===== src/rtl/systolic_seq_if.sv =====
// ---------------------------------------------------------------------------
// systolic_seq_if
// Bundles every non-clock, non-reset signal of the 2x2 systolic sequencer.
//   Host side   : ena, cfg_k, wr_* operand write port, start, busy, done,
//                 rd_lane/rd_addr/rd_data result read port, res_cnt.
//   Array side  : row_in/row_ctrl_in, col_in/col_ctrl_in (sequencer drives),
//                 col_out/col_ctrl_out (array returns).
// Packing on all 8-bit buses: lane 0 on [7:4], lane 1 on [3:0].
// Packing on all 2-bit valid buses: bit 1 = lane 0, bit 0 = lane 1.
// Modports:
//   master - host + array environment (drives control, consumes drive)
//   slave  - the sequencer itself
// ---------------------------------------------------------------------------
interface systolic_seq_if;
    logic       ena;
    logic [3:0] cfg_k;
    logic       wr_en;
    logic       wr_sel;
    logic       wr_lane;
    logic [2:0] wr_addr;
    logic [3:0] wr_data;
    logic       start;
    logic       busy;
    logic       done;
    logic [7:0] row_in;
    logic [1:0] row_ctrl_in;
    logic [7:0] col_in;
    logic [1:0] col_ctrl_in;
    logic [7:0] col_out;
    logic [1:0] col_ctrl_out;
    logic       rd_lane;
    logic [1:0] rd_addr;
    logic [3:0] rd_data;
    logic [5:0] res_cnt;

    modport master (
        output ena, cfg_k, wr_en, wr_sel, wr_lane, wr_addr, wr_data, start,
        output col_out, col_ctrl_out, rd_lane, rd_addr,
        input  busy, done, row_in, row_ctrl_in, col_in, col_ctrl_in,
        input  rd_data, res_cnt
    );

    modport slave (
        input  ena, cfg_k, wr_en, wr_sel, wr_lane, wr_addr, wr_data, start,
        input  col_out, col_ctrl_out, rd_lane, rd_addr,
        output busy, done, row_in, row_ctrl_in, col_in, col_ctrl_in,
        output rd_data, res_cnt
    );
endinterface


===== src/rtl/systolic_seq.sv =====
// ---------------------------------------------------------------------------
// systolic_seq
// Sequencer for a 2x2 systolic tile array. The host loads operand nibbles
// for two rows (A) and two columns (B); on start the block streams them
// into the array (lane 1 delayed one cycle behind lane 0), idles while the
// array drains, captures valid column results into a small buffer, and
// pulses done.
// Ports:
//   clk   - clock
//   rst_n - synchronous active-low reset
//   bus   - systolic_seq_if.slave (host write/read/control + array I/O)
// ---------------------------------------------------------------------------
module systolic_seq #(
    parameter int K_MAX     = 8,   // operand entries per lane, power of 2, <= 8
    parameter int DRAIN     = 4,   // idle cycles after the feed phase
    parameter int OUT_BEATS = 4    // capture cycles / result entries per lane
) (
    input  logic           clk,
    input  logic           rst_n,
    systolic_seq_if.slave  bus
);
    localparam int AW = (K_MAX > 1) ? $clog2(K_MAX) : 1;
    localparam int RW = (OUT_BEATS > 1) ? $clog2(OUT_BEATS) : 1;
    localparam int CW = 8;

    typedef enum logic [2:0] {
        S_IDLE,
        S_FEED,
        S_DRAIN,
        S_CAPT,
        S_DONE
    } state_t;

    state_t        state_reg, state_next;
    logic [3:0]    t_reg, t_next;
    logic [3:0]    kc_reg, kc_next;
    logic [3:0]    kc_clamped;
    logic [CW-1:0] cnt_reg, cnt_next;

    logic [7:0]    row_next, col_next;
    logic [1:0]    row_ctrl_next, col_ctrl_next;
    logic [7:0]    row_in_reg, col_in_reg;
    logic [1:0]    row_ctrl_reg, col_ctrl_reg;
    logic          busy_reg, done_reg;
    logic          rd_lane_reg;

    logic [1:0][3:0] rd_q;
    logic [1:0][2:0] ptr_w;

    logic idle_start;
    logic capture_active;

    assign idle_start     = (state_reg == S_IDLE) && bus.start;
    assign capture_active = (state_reg == S_DRAIN) || (state_reg == S_CAPT);

    always_comb begin
        kc_clamped = bus.cfg_k;
        if (bus.cfg_k == 4'd0) begin
            kc_clamped = 4'd1;
        end else if (bus.cfg_k > 4'(K_MAX)) begin
            kc_clamped = 4'(K_MAX);
        end
    end

    // Next-state logic; t_reg indexes the feed beat, cnt_reg times DRAIN/CAPT.
    always_comb begin
        state_next = state_reg;
        t_next     = t_reg;
        kc_next    = kc_reg;
        cnt_next   = cnt_reg;
        case (state_reg)
            S_IDLE: begin
                if (bus.start) begin
                    state_next = S_FEED;
                    t_next     = 4'd0;
                    kc_next    = kc_clamped;
                end
            end
            S_FEED: begin
                if (t_reg == kc_reg) begin
                    state_next = S_DRAIN;
                    cnt_next   = '0;
                end else begin
                    t_next = t_reg + 4'd1;
                end
            end
            S_DRAIN: begin
                if (cnt_reg == CW'(DRAIN - 1)) begin
                    state_next = S_CAPT;
                    cnt_next   = '0;
                end else begin
                    cnt_next = cnt_reg + 1'b1;
                end
            end
            S_CAPT: begin
                if (cnt_reg == CW'(OUT_BEATS - 1)) begin
                    state_next = S_DONE;
                end else begin
                    cnt_next = cnt_reg + 1'b1;
                end
            end
            S_DONE: begin
                state_next = S_IDLE;
            end
            default: begin
                state_next = S_IDLE;
            end
        endcase
    end

    always_ff @(posedge clk) begin
        if (!rst_n) begin
            state_reg <= S_IDLE;
        end else if (bus.ena) begin
            state_reg <= state_next;
        end
    end

    // Array drive is computed from the *next* state/beat so that the
    // registered value seen in a cycle belongs to that cycle's state and t.
    always_ff @(posedge clk) begin
        if (!rst_n) begin
            t_reg        <= 4'd0;
            kc_reg       <= 4'd1;
            cnt_reg      <= '0;
            busy_reg     <= 1'b0;
            done_reg     <= 1'b0;
            row_in_reg   <= 8'h00;
            col_in_reg   <= 8'h00;
            row_ctrl_reg <= 2'b00;
            col_ctrl_reg <= 2'b00;
            rd_lane_reg  <= 1'b0;
        end else if (bus.ena) begin
            t_reg        <= t_next;
            kc_reg       <= kc_next;
            cnt_reg      <= cnt_next;
            busy_reg     <= (state_next != S_IDLE);
            done_reg     <= (state_next == S_DONE);
            row_in_reg   <= row_next;
            col_in_reg   <= col_next;
            row_ctrl_reg <= row_ctrl_next;
            col_ctrl_reg <= col_ctrl_next;
            rd_lane_reg  <= bus.rd_lane;
        end
    end

    for (genvar gi = 0; gi < 2; gi++) begin : g_lane
        logic [3:0] a_mem [0:K_MAX-1];
        logic [3:0] b_mem [0:K_MAX-1];
        logic [3:0] r_mem [0:OUT_BEATS-1];
        logic [2:0] ptr_reg;
        logic [3:0] rd_q_reg;
        logic [4:0] tap;
        logic       valid;
        logic       cap_hit;

        // Lane gi reads entry t-gi; a negative tap (bit 4 set) means the
        // skewed lane has not started yet.
        assign tap   = {1'b0, t_next} - 5'(gi);
        assign valid = (state_next == S_FEED) && !tap[4] && (tap[3:0] < kc_next);

        assign row_next[7-4*gi -: 4] = valid ? a_mem[tap[AW-1:0]] : 4'h0;
        assign col_next[7-4*gi -: 4] = valid ? b_mem[tap[AW-1:0]] : 4'h0;
        assign row_ctrl_next[1-gi]   = valid;
        assign col_ctrl_next[1-gi]   = valid;

        always_ff @(posedge clk) begin
            if (rst_n && bus.ena && (state_reg == S_IDLE) && bus.wr_en &&
                (bus.wr_lane == 1'(gi))) begin
                if (bus.wr_sel) begin
                    b_mem[bus.wr_addr[AW-1:0]] <= bus.wr_data;
                end else begin
                    a_mem[bus.wr_addr[AW-1:0]] <= bus.wr_data;
                end
            end
        end

        assign cap_hit = capture_active && bus.col_ctrl_out[1-gi] &&
                         (ptr_reg < 3'(OUT_BEATS));

        // Pointer saturates at OUT_BEATS; extra valid beats are dropped.
        always_ff @(posedge clk) begin
            if (!rst_n) begin
                ptr_reg <= 3'd0;
            end else if (bus.ena) begin
                if (idle_start) begin
                    ptr_reg <= 3'd0;
                end else if (cap_hit) begin
                    ptr_reg <= ptr_reg + 3'd1;
                end
            end
        end

        always_ff @(posedge clk) begin
            if (rst_n && bus.ena && cap_hit) begin
                r_mem[ptr_reg[RW-1:0]] <= bus.col_out[7-4*gi -: 4];
            end
        end

        always_ff @(posedge clk) begin
            if (!rst_n) begin
                rd_q_reg <= 4'h0;
            end else if (bus.ena) begin
                rd_q_reg <= r_mem[bus.rd_addr[RW-1:0]];
            end
        end

        assign rd_q[gi]  = rd_q_reg;
        assign ptr_w[gi] = ptr_reg;
    end

    assign bus.busy        = busy_reg;
    assign bus.done        = done_reg;
    assign bus.row_in      = row_in_reg;
    assign bus.row_ctrl_in = row_ctrl_reg;
    assign bus.col_in      = col_in_reg;
    assign bus.col_ctrl_in = col_ctrl_reg;
    // Both lanes read every cycle; the registered lane select picks one.
    assign bus.rd_data     = rd_lane_reg ? rd_q[1] : rd_q[0];
    assign bus.res_cnt     = {ptr_w[0], ptr_w[1]};

endmodule


===== src/flat_wrapper.sv =====
// flat-port wrapper written by rule: the top's interface ports become plain ports
module systolic_seq_flat 
#(
    parameter int K_MAX     = 8,                                                
    parameter int DRAIN     = 4,                                      
    parameter int OUT_BEATS = 4                                               
)
  (clk, rst_n, bus_ena, bus_cfg_k, bus_wr_en, bus_wr_sel, bus_wr_lane, bus_wr_addr, bus_wr_data, bus_start, bus_col_out, bus_col_ctrl_out, bus_rd_lane, bus_rd_addr, bus_busy, bus_done, bus_row_in, bus_row_ctrl_in, bus_col_in, bus_col_ctrl_in, bus_rd_data, bus_res_cnt);
  systolic_seq_if bus_i ();
  input  logic clk;
  input  logic rst_n;
  input wire logic [$bits(bus_i.ena)-1:0] bus_ena;
  input wire logic [$bits(bus_i.cfg_k)-1:0] bus_cfg_k;
  input wire logic [$bits(bus_i.wr_en)-1:0] bus_wr_en;
  input wire logic [$bits(bus_i.wr_sel)-1:0] bus_wr_sel;
  input wire logic [$bits(bus_i.wr_lane)-1:0] bus_wr_lane;
  input wire logic [$bits(bus_i.wr_addr)-1:0] bus_wr_addr;
  input wire logic [$bits(bus_i.wr_data)-1:0] bus_wr_data;
  input wire logic [$bits(bus_i.start)-1:0] bus_start;
  input wire logic [$bits(bus_i.col_out)-1:0] bus_col_out;
  input wire logic [$bits(bus_i.col_ctrl_out)-1:0] bus_col_ctrl_out;
  input wire logic [$bits(bus_i.rd_lane)-1:0] bus_rd_lane;
  input wire logic [$bits(bus_i.rd_addr)-1:0] bus_rd_addr;
  output wire logic [$bits(bus_i.busy)-1:0] bus_busy;
  output wire logic [$bits(bus_i.done)-1:0] bus_done;
  output wire logic [$bits(bus_i.row_in)-1:0] bus_row_in;
  output wire logic [$bits(bus_i.row_ctrl_in)-1:0] bus_row_ctrl_in;
  output wire logic [$bits(bus_i.col_in)-1:0] bus_col_in;
  output wire logic [$bits(bus_i.col_ctrl_in)-1:0] bus_col_ctrl_in;
  output wire logic [$bits(bus_i.rd_data)-1:0] bus_rd_data;
  output wire logic [$bits(bus_i.res_cnt)-1:0] bus_res_cnt;
  assign bus_i.ena = bus_ena;
  assign bus_i.cfg_k = bus_cfg_k;
  assign bus_i.wr_en = bus_wr_en;
  assign bus_i.wr_sel = bus_wr_sel;
  assign bus_i.wr_lane = bus_wr_lane;
  assign bus_i.wr_addr = bus_wr_addr;
  assign bus_i.wr_data = bus_wr_data;
  assign bus_i.start = bus_start;
  assign bus_i.col_out = bus_col_out;
  assign bus_i.col_ctrl_out = bus_col_ctrl_out;
  assign bus_i.rd_lane = bus_rd_lane;
  assign bus_i.rd_addr = bus_rd_addr;
  assign bus_busy = bus_i.busy;
  assign bus_done = bus_i.done;
  assign bus_row_in = bus_i.row_in;
  assign bus_row_ctrl_in = bus_i.row_ctrl_in;
  assign bus_col_in = bus_i.col_in;
  assign bus_col_ctrl_in = bus_i.col_ctrl_in;
  assign bus_rd_data = bus_i.rd_data;
  assign bus_res_cnt = bus_i.res_cnt;
  systolic_seq #(.K_MAX(K_MAX), .DRAIN(DRAIN), .OUT_BEATS(OUT_BEATS)) u_core (.clk(clk), .rst_n(rst_n), .bus(bus_i));
endmodule

===== config.mk =====
export PLATFORM = sky130hd
export DESIGN_NAME = systolic_seq_flat
export DESIGN_NICKNAME = d
export VERILOG_FILES = /design/src/rtl/systolic_seq_if.sv /design/src/rtl/systolic_seq.sv /design/src/flat_wrapper.sv
export SDC_FILE = /design/constraint.sdc
export NUM_CORES = 1
export LEC_CHECK = 0
export CAP_MARGIN = 20
export CORE_MARGIN = 1
export CORE_UTILIZATION = 60
export CTS_BUF_LIST = sky130_fd_sc_hd__clkbuf_8
export DETAILED_ROUTE_END_ITERATION = 6
export PLACE_DENSITY = 0.81
export SYNTH_ARGS = -nofsm -noshare
export SYNTH_HDL_FRONTEND = slang
export SYNTH_SLANG_ARGS = --single-unit

===== constraint.sdc =====
create_clock -name clk -period 7.55 [get_ports clk]
set_clock_uncertainty 0.2 [all_clocks]
set_input_delay 1.51 -clock clk [delete_from_list [all_inputs] [get_ports clk]]
set_output_delay 1.51 -clock clk [all_outputs]
set_load 0.02 [all_outputs]

* Word level (Yosys, flattened, before mapping)
Memory sizes are Yosys's and may differ from the RTL's. A register that Yosys moved wholly into a read port is not among the register bits.
Cells that the tools add are included.
** Cells by class
- Reduce and logical (&&, ||, !) cells :: 28
- Equality and inequality tests :: 9
- Bitwise logic cells :: 1
- Muxes and demuxes :: 39
- $lt $le $gt $ge :: 5
- Add/subtract/negate cells :: 5
** Operators by type and width (number)
- 4-bit 2-to-1 mux :: 11
- 3-bit 2-to-1 mux :: 8
- 8-bit 2-to-1 mux :: 3
- 8-bit one-hot mux with 3 select lines :: 1
- 1-bit logical AND :: 15
- 1-bit 2-to-1 mux :: 14
- 3-bit one-hot mux with 4 select lines :: 1
- 8-bit by 1-bit adder with 8-bit output (second input constant) :: 1
- 8-bit by 2-bit == test with 1-bit output (second input constant) :: 1
- 4-bit < comparator :: 2
- 4-bit one-hot mux with 2 select lines :: 1
- 3-bit by 1-bit adder with 3-bit output (second input constant) :: 2
- 3-bit by 1-bit == test with 1-bit output (second input constant) :: 2
- 3-bit by 2-bit == test with 1-bit output (second input constant) :: 2
- 3-bit < comparator (second input constant) :: 2
- 3-bit nonzero test :: 2
- 4-bit by 1-bit subtractor with 5-bit output (second input constant) :: 1
- 4-bit by 1-bit adder with 4-bit output (second input constant) :: 1
- 4-bit == test :: 1
- 4-bit > comparator (second input constant) :: 1
- 4-bit zero test :: 1
- 2-bit AND reduction :: 2
- 4-bit AND reduction :: 1
- 2-bit nonzero test :: 2
- 7 further kinds :: 9
** Storage, ports and cells
- Register bits after elaboration :: 46
- Memories :: 6
- Logic and storage cells :: 105
- Bits in writable memories :: 160
- Output and inout bits :: 32
** Memories
- u_core.g_lane[0].a_mem :: depth 8, width 4, read ports 1, clocked after Yosys merged registers in 0, wr ports 1, RTL line systolic_seq.sv:148 : logic [3:0] a_mem [0:K_MAX-1];
- u_core.g_lane[0].b_mem :: depth 8, width 4, read ports 1, clocked after Yosys merged registers in 0, wr ports 1, RTL line systolic_seq.sv:149 : logic [3:0] b_mem [0:K_MAX-1];
- u_core.g_lane[1].a_mem :: depth 8, width 4, read ports 1, clocked after Yosys merged registers in 0, wr ports 1, RTL line systolic_seq.sv:148
- u_core.g_lane[1].b_mem :: depth 8, width 4, read ports 1, clocked after Yosys merged registers in 0, wr ports 1, RTL line systolic_seq.sv:149
- u_core.g_lane[0].r_mem :: depth 4, width 4, read ports 1, clocked after Yosys merged registers in 1, wr ports 1, RTL line systolic_seq.sv:150 : logic [3:0] r_mem [0:OUT_BEATS-1];
- u_core.g_lane[1].r_mem :: depth 4, width 4, read ports 1, clocked after Yosys merged registers in 1, wr ports 1, RTL line systolic_seq.sv:150

* Depth between registers and ports, before layout
- Depth after elaboration :: 8
- Gate-level depth with buffers :: 14

* Worst setup path before layout
No wires, ideal clock.
- Path type :: in2reg
- Start point :: in bus_start
- End point :: reg u_core.col_in_reg[0], in the netlist u_core.bus.col_in[0]
- Required time :: 7.290 ns
- Cell stages on the path :: 12
- Path slack :: 3.390 ns
- Buffers on the path :: 1
- Arrival time :: 3.900 ns
- Cell sequence :: nor2_1 -> o31ai_1 -> o211ai_4 -> inv_2 -> ha_1 -> clkinv_1 -> buf_1 -> ha_1 -> o21ai_1 -> a21oi_1 -> nor4_4 -> a22o_1
** Between the ends
- Longest elaborated chain between the ends :: 7
- Elaborated cells on any way between the ends :: 14
- Those cells by class :: 1 x add/sub; 1 x order compare; 1 x eq/ne; 7 x mux; 3 x reduce/logical; 1 x memory
** RTL lines
- start: declaration :: RTL line flat_wrapper.sv:19 : input wire logic [$bits(bus_i.start)-1:0] bus_start;
- branches (longest 6 deep; another with 4-bit by 1-bit subtractor with 5-bit output)
- 4-bit 2-to-1 mux * :: RTL line systolic_seq.sv:163 : assign col_next[7-4*gi -: 4] = valid ? b_mem[tap[AW-1:0]] : 4'h0;
- end signal: assignment :: RTL line systolic_seq.sv:140 : col_in_reg <= col_next;
- end: declaration :: RTL line systolic_seq.sv:42 : logic [7:0] row_in_reg, col_in_reg;
Every way passes the cells marked *.
A chain may end at the register's enable or synchronous reset.

* Worst setup path in the final report
- Start point :: in bus_start
- End point :: reg u_core.row_in_reg[3], in the netlist u_core.bus.row_in[3]
** Between the ends
- Longest elaborated chain between the ends :: 7
- Elaborated cells on any way between the ends :: 14
- Those cells by class :: 1 x add/sub; 1 x order compare; 1 x eq/ne; 7 x mux; 3 x reduce/logical; 1 x memory
** RTL lines
- branches (longest 6 deep; another with 4-bit by 1-bit subtractor with 5-bit output)
- 4-bit 2-to-1 mux * :: RTL line systolic_seq.sv:162 : assign row_next[7-4*gi -: 4] = valid ? a_mem[tap[AW-1:0]] : 4'h0;
- end signal: assignment :: RTL line systolic_seq.sv:139 : row_in_reg <= row_next;
- end: declaration :: RTL line systolic_seq.sv:42
Marks and branches as above.

==> out/metrics.yaml <==
reg2reg_from: "u_core.t_reg[2]"
synth_edf_count: 160
tns_ns: 0
h-tree-depth: 2
min-delay-start: "u_core.bus.col_in[7]"
cp_common_cell: "ha_1"
post_drt_wl_per_cell_um: 19.93
synth-compound-area-share_pct: 5.182
syn_inst: 571
antenna_found_initial: 0
start_util_pct: 61.36
drc: 0
drtPass1Iterations: 5
vdd_ir_drop_max_uv: 178.7
synth_async_sr_flop_share_pct: 0
whs_endpoint: "u_core.bus.col_in[7]"
ys_seq_elements: 214
die_area_um2: 15300
synth.area.mux_share_pct: 13.67
cp_cell_sequence: "clkdlybuf4s50_1 -> nor2_1 -> o31ai_1 -> o211ai_4 -> buf_4 -> inv_2 -> ha_1 -> clkinv_1 -> ha_1 -> o21ai_1 -> a21oi_1 -> nor4_4 -> a22o_1"
crit_path_end_kind: "register"
crit_required_ns: 7.80
io_buffers: 62
status: "completed"
place_area_um2: 9643
rr_endpoint: "u_core.bus.row_in[3]"
cts_resized: 0
p_leak_nw: 3.632
grt_pass1_vias: 5131
worstMarginPinSlew_ns: 0.9104
ctsHoldBuffers: 0
fin_cells: 865
grt_max_degree: 36
cts_buffer_depth: 3
reg2regPathDepth: 12
arrival_ns: 5.16
cp_slowest_cell: "buf_4"
clock_sinks: 214
reg2reg_setup_slack_ns: 3.01
slew_headroom_pct: 39.17
drt-initial-drc-count: 428
gp_congestion: 0.8075
clkTransAtPathRegs_ns: 0.06
whs_path_depth: 2
synthToLayoutAreaGrowth_pct: 17.62
cp-start-kind: "input port"
yosys.area_share.simple_pct: 8.745
seqCellArea_um2: 5886
io_pins: 63
hold_viol: 0
min_period_ns: 4.905
final_cell_area_um2: 10450
grt.total_usage_pct: 22.90
max_freq_mhz: 203.9
synthFlopType: "edfxtp_1"
seq_area_frac_synth_pct: 66.24
critPathKind: "input port to register"
grt_overflow: 0
die_h_um: 123.7
syn-cell-area_um2: 8885
critPathMaxFanout: 35
ys_top_cells_by_area: "edfxtp_1 54%, dfxtp_1 12%, mux4_2 8.9%"
max_cap_viol_count: 0
multi_input_area_um2: 2824
ys_warn_count: 0
root_buffer: "clkbuf_8"
drt-total-wl_um: 17240
synth_xor_area_share_pct: 1.690
synth_fa_ha_area_share_pct: 2.394
grt_pass1_wl_um: 25910
slew_viol_final: 0
pwr_density_cell_nw_per_um2: 240.3
vias: 5098
synth_area_per_cell_um2: 15.56
dp.final_hpwl_um: 11140
final_nets: 703
synth_top_family_by_area: "multiplexers"
synth_top_area_share_pct: 54.08
dp.cells: 797
post_cts_buffers: 0
row_count: 44
antenna_left: 0
power_w: 0.002511
die_w_um: 123.7
slowest_delay_ns: 0.55
antenna_cells: 0
yosysTopAreaCell: "edfxtp_1"
path_buf_inv: 4
clk-insertion-delay-late_ns: 0.52
fillers: 918
synthDistinctLibCells: 58
vias_per_cell: 5.894
core_um2: 14480
numCtsBuffers: 34
cts_tree: "yes"
setup_viol: 0
fin_crit_sh_pct: 64.96
crit_family: "buffers and inverters"
synth_nets: 619
layout-drive-gt1-share_pct: 17.33
rsz0062_at_grt: "false"
hold_class: "register to register"
[final cells by class]
type                    instances  area share, %
flip-flops and latches        214          56.32
multi-input cells             318          27.02
repair buffers                 71          7.459
clock buffers                  36          4.741
well taps                     184          2.203
clock inverters                26          1.676
inverters                      16         0.5747
[per-layer routing]
layer  part of all wire (%)  vias up  global-route usage [%]
met3                    5.7       45                   4.579
met4                    3.0        0                   11.60
met1                     41     2507                   28.22
li1                       -     2368                       -
met2                     50      178                   38.51
met5                      0        -                       0
[synthesized netlist by cell type, types with 2 or more instances]
library cell  count
clkbuf_1         13
nor3_2            2
nor2_1           74
buf_6             3
or3_1             5
xor2_1           10
nand3_1           9
edfxtp_1        160
a22oi_1           9
inv_1            13
and3_1           11
buf_4             4
o41ai_2           2
buf_1             3
nor3b_1           9
o21ai_0           3
a22o_1            8
a211oi_1          2
mux2i_1          16
a21oi_1          15
or3b_2            2
mux4_2           35
clkinv_1          2
mux2_2           12
ha_1             17
nand3b_1          5
mux4_1            5
xnor2_1           4
nand2_1          33
o2111a_1          2
nor3_1            3
dfxtp_1          54
[worst max-delay path by stage]
stage / startpoint / endpoint / slack [ns] / cells past startpoint
after floorplan: bus_start / u_core.bus.col_in[0] / 3.39 / 12
after global placement: bus_start / u_core.bus.row_in[1] / 2.20 / 13
after detailed placement: bus_start / u_core.bus.row_in[0] / 2.08 / 13
after CTS: bus_start / u_core.bus.row_in[0] / 2.60 / 13
after global routing: bus_start / u_core.bus.row_in[0] / 2.33 / 13
final: bus_start / u_core.bus.row_in[3] / 2.65 / 13
[cell usage in the layout (no fill, tap or decap), types with 5 or more instances in the layout]
cell type | synthesis | layout
xor2_1 | 10 | 10
mux4_1 | 5 | 5
a21oi_1 | 15 | 15
a22o_1 | 8 | 8
nor3b_1 | 9 | 9
clkdlybuf4s50_1 | 0 | 62
mux2_2 | 12 | 12
nand3b_1 | 5 | 5
dfxtp_1 | 54 | 54
ha_1 | 17 | 17
or3_1 | 5 | 5
and3_1 | 11 | 11
mux2i_1 | 16 | 16
clkbuf_8 | 0 | 36
nand3_1 | 9 | 9
nor2_1 | 74 | 74
inv_1 | 13 | 26
nand2_1 | 33 | 33
mux4_2 | 35 | 35
a22oi_1 | 9 | 9
clkinv_1 | 2 | 7
edfxtp_1 | 160 | 160
[through the flow]
step | util (%) | setup slack, ns | hold slack, ns
2_1_floorplan | - | 3.390 | 0.2544
3_5_place_dp | 66.60 | 2.082 | 0.2320
5_1_grt | 72.17 | 2.328 | 0.2623
6_report | 72.17 | 2.645 | 0.2392
4_1_cts | 71.23 | 2.602 | 0.2400
3_3_place_gp | 66.60 | 2.200 | 0.2277
[report_power, final]
group / internal [W] / leakage, nW / total, W / switching, W
clock network: 0.000518 / 0.388 / 0.000960 / 0.000442
logic: 0.000129 / 1.37 / 0.000263 / 0.000134
registers: 0.00128 / 1.88 / 0.00129 / 0.0000122
[worst reg2reg max path, stage by stage (launching register included)]
cell and delay (ns):
dfxtp_1 0.48, xor2_1 0.19, or4_4 0.59, o211ai_4 0.19
buf_4 0.55, inv_2 0.14, ha_1 0.31, clkinv_1 0.46
ha_1 0.50, o21ai_1 0.08, a21oi_1 0.13, nor4_4 0.48
a22o_1 0.20
[cells by family after synthesis]
family / after synthesis
xor gates and xnor gates: 15
adders and majority gates: 17
AOI/OAI and AO/OA: 58
muxes: 68
DFF: 214
buffers and inverters: 39
and+or+nand+nor: 160
Power figures use the tool's default switching activity.
